## config.mk

```make
export PLATFORM = sky130hd
export DESIGN_NAME = fp16_add_normalize
export DESIGN_NICKNAME = d
export VERILOG_FILES = /design/src/rtl/fp16_add_normalize.sv
export SDC_FILE = /design/constraint.sdc
export NUM_CORES = 1
export LEC_CHECK = 0
export BUFFER_PORTS_ARGS = -buffer_cell sky130_fd_sc_hd__buf_4
export CAP_MARGIN = 25
export CORE_AREA = 2 2 75 91
export CTS_CLUSTER_SIZE = 20
export DETAILED_ROUTE_END_ITERATION = 16
export DIE_AREA = 0 0 77 93
export GPL_TIMING_DRIVEN = 0
export PLACE_DENSITY_LB_ADDON = 0.05
export RECOVER_POWER = 50
export SYNTH_ARGS = -nofsm -noshare
export SYNTH_HDL_FRONTEND = slang
export SYNTH_SLANG_ARGS = --single-unit
```

## constraint.sdc

```tcl
create_clock -name clk -period 6.33 [get_ports clk]
set_clock_uncertainty 0.05 [all_clocks]
set_input_delay 1.5825 -clock clk [delete_from_list [all_inputs] [get_ports clk]]
set_output_delay 1.5825 -clock clk [all_outputs]
set_load 0.01 [all_outputs]
```

## src/rtl/fp16_add_normalize.sv

```systemverilog
`default_nettype none
// +--------------------------------------------------------------------------+
// | fp16_add_normalize : FP16 mantissa add/sub, normalise and pack, 2 stages |
// | Revision 1.0                                                             |
// +--------------------------------------------------------------------------+
module fp16_add_normalize (
  input  logic        clk,
  input  logic        rst,
  input  logic        in_valid,
  output logic        in_ready,
  input  logic        big_sign,
  input  logic        small_sign,
  input  logic [14:0] bigger,
  input  logic [10:0] aligned_small,
  output logic        out_valid,
  input  logic        out_ready,
  output logic [15:0] result,
  output logic        overflow,
  output logic        underflow
);

  localparam logic [5:0] EXP_MAX = 6'd31;

  logic        adv;
  logic [11:0] bm_ext;
  logic [11:0] small_ext;
  logic [11:0] sum_d;

  logic        s1_valid_q;
  logic [11:0] sum_q;
  logic [4:0]  exp_q;
  logic        sign_q;

  logic        out_valid_q;
  logic [15:0] result_q;
  logic        ovf_q;
  logic        unf_q;

  logic [3:0]  lz;
  logic        found;
  logic [10:0] mant;
  logic [5:0]  exp6;
  logic [5:0]  exp_inc;
  logic [5:0]  exp_dec;
  logic [15:0] result_d;
  logic        ovf_d;
  logic        unf_d;
  logic        unused_bits;

  // Whole pipe stalls together whenever the held output is not taken.
  assign adv      = !out_valid_q || out_ready;
  assign in_ready = adv;

  assign bm_ext    = {2'b01, bigger[9:0]};
  assign small_ext = {1'b0, aligned_small};
  assign sum_d     = (big_sign ^ small_sign) ? (bm_ext - small_ext) : (bm_ext + small_ext);

  always_ff @(posedge clk or posedge rst) begin
    if (rst) begin
      s1_valid_q <= 1'b0;
      sum_q      <= 12'h000;
      exp_q      <= 5'h00;
      sign_q     <= 1'b0;
    end else if (adv) begin
      s1_valid_q <= in_valid;
      if (in_valid) begin
        sum_q  <= sum_d;
        exp_q  <= bigger[14:10];
        sign_q <= big_sign;
      end
    end
  end

  always_comb begin
    lz    = 4'd0;
    found = 1'b0;
    for (int i = 10; i >= 0; i--) begin
      if (!found && sum_q[i]) begin
        lz    = 4'(10 - i);
        found = 1'b1;
      end
    end
    mant     = sum_q[10:0] << lz;
    exp6     = {1'b0, exp_q};
    exp_inc  = exp6 + 6'd1;
    exp_dec  = exp6 - {2'b00, lz};
    result_d = 16'h0000;
    ovf_d    = 1'b0;
    unf_d    = 1'b0;
    if (sum_q[11]) begin
      if (exp_inc == EXP_MAX) begin
        result_d = {sign_q, 5'h1F, 10'h000};
        ovf_d    = 1'b1;
      end else begin
        result_d = {sign_q, exp_inc[4:0], sum_q[10:1]};
      end
    end else if (sum_q == 12'h000) begin
      // Exact cancellation always yields +0 regardless of operand sign.
      result_d = 16'h0000;
    end else if ({2'b00, lz} >= exp6) begin
      result_d = {sign_q, 15'h0000};
      unf_d    = 1'b1;
    end else begin
      result_d = {sign_q, exp_dec[4:0], mant[9:0]};
    end
  end

  assign unused_bits = ^{exp_inc[5], exp_dec[5], mant[10]};

  always_ff @(posedge clk or posedge rst) begin
    if (rst) begin
      out_valid_q <= 1'b0;
      result_q    <= 16'h0000;
      ovf_q       <= 1'b0;
      unf_q       <= 1'b0;
    end else if (adv) begin
      out_valid_q <= s1_valid_q;
      if (s1_valid_q) begin
        result_q <= result_d;
        ovf_q    <= ovf_d;
        unf_q    <= unf_d;
      end
    end
  end

  assign out_valid = out_valid_q;
  assign result    = result_q;
  assign overflow  = ovf_q;
  assign underflow = unf_q;

endmodule
`default_nettype wire
```

Word-level counts from Yosys, hierarchy flattened
Cells that the tools add are included.

Word-level logic and storage cells: 71. Register bits after elaboration: 38. Bits of input ports: 32. Output and inout bits: 20.

Eq/ne operators: 1. Multiplexer cells: 30. Shifts and indexed selects: 1. Bitwise gates (word level): 1. Order comparisons: 1. Reduce and logical (&&, ||, !) cells: 25. $add $sub $neg: 4.

Operators by type and width (count): two-way mux 4 bit (9); two-way mux 16 bit (2); two-way mux 15 bit (2); two-way mux 1 bit (16); adder 11 x 11 -> 12 bit (1); zero test 12 bit (1); two-way mux 12 bit (1); subtractor 11 x 11 -> 12 bit (1); zero test 1 bit (11); << shifter 11 x 4 -> 10 bit (1); logical AND 1 bit (10); adder 5 x 1 -> 6 bit (second input constant) (1); equality test 6 x 5 -> 1 bit (second input constant) (1); greater-or-equal comparator 4 x 5 -> 1 bit (1); subtractor 5 x 4 -> 5 bit (1); AND reduction 2 bit (2); logical OR 1 bit (1); bitwise XOR 1 bit (1).

Depth between registers and ports, before layout
Word-level depth: 35. Gate-level depth with buffers: 14. Mapped depth without buffers: 11.

Least setup slack after synthesis
OpenSTA, ideal clock, no wires.

Kind: input to register. Start point: in big_sign. End point: reg sum_q[11]. Library setup time: 124 ps. Buffers on the path: 0. Data required time: 6156 ps. Arrival time: 3813 ps. Stages on the path: 10. Setup slack: 2343 ps. Path through: xnor2_1 > nor2_1 > a21oi_1 > ha_1 > nor2b_1 > o31a_1 > o31a_1 > o211a_1 > o31a_1 > o31a_1.

Longest elaborated chain between the ends: 2.

Ends and longest elaborated chain: from (decl) (RTL line 11) `input logic big_sign,`; bitwise XOR 1 bit (RTL line 56) `assign sum_d = (big_sign ^ small_sign) ? (bm_ext - small_ext) : (bm_ext + small_ext);`; two-way mux 12 bit (RTL line 56); to (signal assigned) (RTL line 67) `sum_q <= sum_d;`; to (decl) (RTL line 30) `logic [11:0] sum_q;`.

Every way passes these cells. A chain may end at the register's enable or synchronous reset.

Final worst setup path
Same ends and word-level chain as after synthesis.

==> flow_summary.toml <==
[grt]
grt_start_max_net_pins = 39
grt_pass1_vias = 2888
grt_pass1_wl_um = 13500
grt_overflow_total = 0
antenna_found_initial = 0
grt_use_total_pct = 23.2

[synthesis]
synth_seq_cells = 38
yosysTopAreaCellShare_pct = 31.3
synth_seq_area_share_pct = 31.3
synth_cell_types = 61
synth.area.top_cells = "dfrtp_1 (31%), ha_1 (7.0%), o21ai_0 (5.1%)"
syn_area_sq_mm = 0.00304
synth_flop_cell = "dfrtp_1"
syn-num-nets = 408
yosys.area.top_type = "dfrtp_1"
avgSynthCellArea_sq_um = 8.51
yosysWarnings = 0
synthCells = 357
synth-edff-count = 0
async_flop_share_pct = 100

[finish]
area_growth_pct = 18.3
nets = 467
seq_area_sq_um = 951
multi_input_area_sq_mm = 0.00192
fillCellCount = 627
final_area_sq_mm = 0.00359
n_antenna_cell = 0
instances_no_fill = 502
layout-drive-gt1-share_pct = 17.5

[sta]
fin_crit_sh_pct = 65.8
rsz0062_at_grt = "no"
hold_violations = 0
hold_ws_ns = 0.419
fin_ws_ns = 2.16
worst_pin_slew_ns = 1.42
setup_viol = 0
slew_headroom_pct = 5.54
fin_tns_setup_ns = 0
slew_viol_final = 0
max_freq_mhz = 240
finalCriticalPeriod_ns = 4.17

[hold_path]
hold_class = "reg -> reg"
hp-start = "result[10]"

[floorplanning]
dieHeight_um = 93
die_w_um = 77
io_pins = 52
row_count = 32
start_util_pct = 48.0
core_sq_mm = 0.00633
die-area_sq_mm = 0.00716

[drt]
wl_um = 7890
vias = 2936
dr.pass1.iters = 4
antenna_left = 0
wire_per_inst_um = 15.7
drtIter0Drc = 269
vias_per_cell = 5.85
drc_errors = 0

[clock_network]
htreeDepth = 2
cts_sinks = 38
numCtsBuffers = 5
cts-resized-gates = 0
cts_tree = "built"
cts_hold_buf = 0
cts.reportedPaths.clkPinSlew_ns = 0.08
clock_latency_ns = 0.29
cts_setup_buffers = 0
cts_root_buf = "clkbuf_8"
clockBufferDepth = 2

[pwr]
ir_drop_mv = 0.124
p_per_area_mw_per_mm2 = 366
leakagePower_nw = 1.59

[status]
status = "completed"

[placement]
place_inst = 494
dp_hpwl_um = 6110
io_buffers = 51
dp_slack_ns = 1.84
gp_congestion = 0.961
placed_area_sq_mm = 0.00353

[critical_path]
cp-start-kind = "primary input"
end_kind = "flop"
crit_start = "big_sign"
r2r_start = "sum_q[3]"
path_class = "in -> reg"
critPathRequiredTime_ns = 6.46
crit_path_max_fanout = 6
arrival_ns = 4.30

[flow_run]
drv_cap = 0
==> worst max-delay path, cell delays in order <==
cell	delay, ns
buf_4	0.12
xnor2_1	0.45
nor2_1	0.08
a21oi_1	0.24
ha_1	0.27
nor2b_1	0.14
o31a_1	0.27
o31a_1	0.31
o211a_1	0.26
o31a_1	0.30
o31a_1	0.28
==> per-stage QoR <==
| stage | total power, mW | util, % |
|---|---|---|
| finish | 1.32 | 56.8 |
| global route | 1.42 | 56.8 |
| CTS | 1.34 | 57.4 |
| floorplan | 0.910 | - |
| detailed placement | 1.15 | 55.9 |
| global placement | 1.13 | 55.8 |
==> cell type report <==
type	count	share of cell area (%)
well taps	85	2.96
clock inverters	2	0.348
flip-flops and latches	38	26.5
multi-input cells	284	53.3
inverters	15	1.57
repair buffers	52	9.85
clock buffers	6	2.30
plain buffers	20	3.20
==> synth_stat cells (2+ instances only) <==
library cell,count
and2_1,2
nor3b_1,2
nor4_1,6
a22o_1,3
a22oi_1,4
a21o_1,4
o311ai_0,2
o31a_1,5
o31ai_1,9
and3_1,3
a21oi_1,19
mux2i_1,3
inv_1,15
buf_4,2
nor2_1,30
nor3_1,10
fa_1,2
ha_1,17
nand3_1,15
dfrtp_1,38
or3_1,2
mux2_2,7
nand4_1,2
a32oi_1,3
buf_6,4
nand3b_1,3
o21ai_1,2
a211oi_1,3
xor2_1,11
nand2_1,30
a31oi_1,2
a221oi_1,2
nor2b_1,3
o21ai_0,31
buf_2,2
nand2b_1,4
o21a_1,11
clkbuf_1,12
or4_1,2
xnor2_1,9
==> power by group <==
| part | total, mW | internal, mW | switching (mW) |
|---|---|---|---|
| combinational | 0.759 | 0.318 | 0.441 |
| sequential | 0.379 | 0.323 | 0.0563 |
| clock | 0.178 | 0.0876 | 0.0908 |
==> registers in the layout, indices dropped and copies added, names as in the netlist <==
name        count
s1_valid_q      1
sign_q          1
result         16
out_valid       1
exp_q           5
overflow        1
underflow       1
sum_q          12
==> layer usage <==
layer  vias to the layer above  share of wire, %  global-route usage [%]  routed length (um)
met2                       122                50                    41.0                3930
met4                         0               3.5                    12.2                 280
li1                       1431                 -                       -                   -
met1                      1356                41                    27.5                3260
met3                        27               5.3                    2.90                 420
met5                         -                 0                       0                   0
==> cell families after synthesis <==
family,Yosys count,synth area share (%)
flip-flops,38,31.3
adder cells (fa/ha/maj),19,8.32
AO/OA/AOI/OAI,116,26.2
buffers and inverters,35,5.64
XOR/XNOR,20,5.76
multiplexers,10,3.58
AND/OR/NAND/NOR,119,19.2
==> final timing paths <==
| check | end | slack (ns) | cells past startpoint |
|---|---|---|---|
| worst max-delay path | sum_q[11] | 2.16 | 11 |
| worst min-delay path | result[10] | 0.42 | 2 |
| worst max register to register | result[7] | 2.52 | 12 |
| worst min register to register | result[10] | 0.42 | 2 |
| max in group asynchronous | sum_q[7] | 3.74 | 2 |
| min in group asynchronous | sign_q | 1.65 | 2 |
==> cells in the final DEF, fill, tap and decap left out, types with 5 or more instances in the layout <==
master / netlist / final
a21oi_1: 19 / 19
buf_4: 2 / 42
clkbuf_1: 12 / 21
clkbuf_8: 0 / 6
dfrtp_1: 38 / 38
ha_1: 17 / 17
inv_1: 15 / 15
mux2_2: 7 / 7
nand2_1: 30 / 30
nand3_1: 15 / 15
nor2_1: 30 / 30
nor3_1: 10 / 10
nor4_1: 6 / 6
o21a_1: 11 / 11
o21ai_0: 31 / 31
o31a_1: 5 / 5
o31ai_1: 9 / 9
xnor2_1: 9 / 9
xor2_1: 11 / 11
Note: power is estimated with default switching activity, not from simulation.
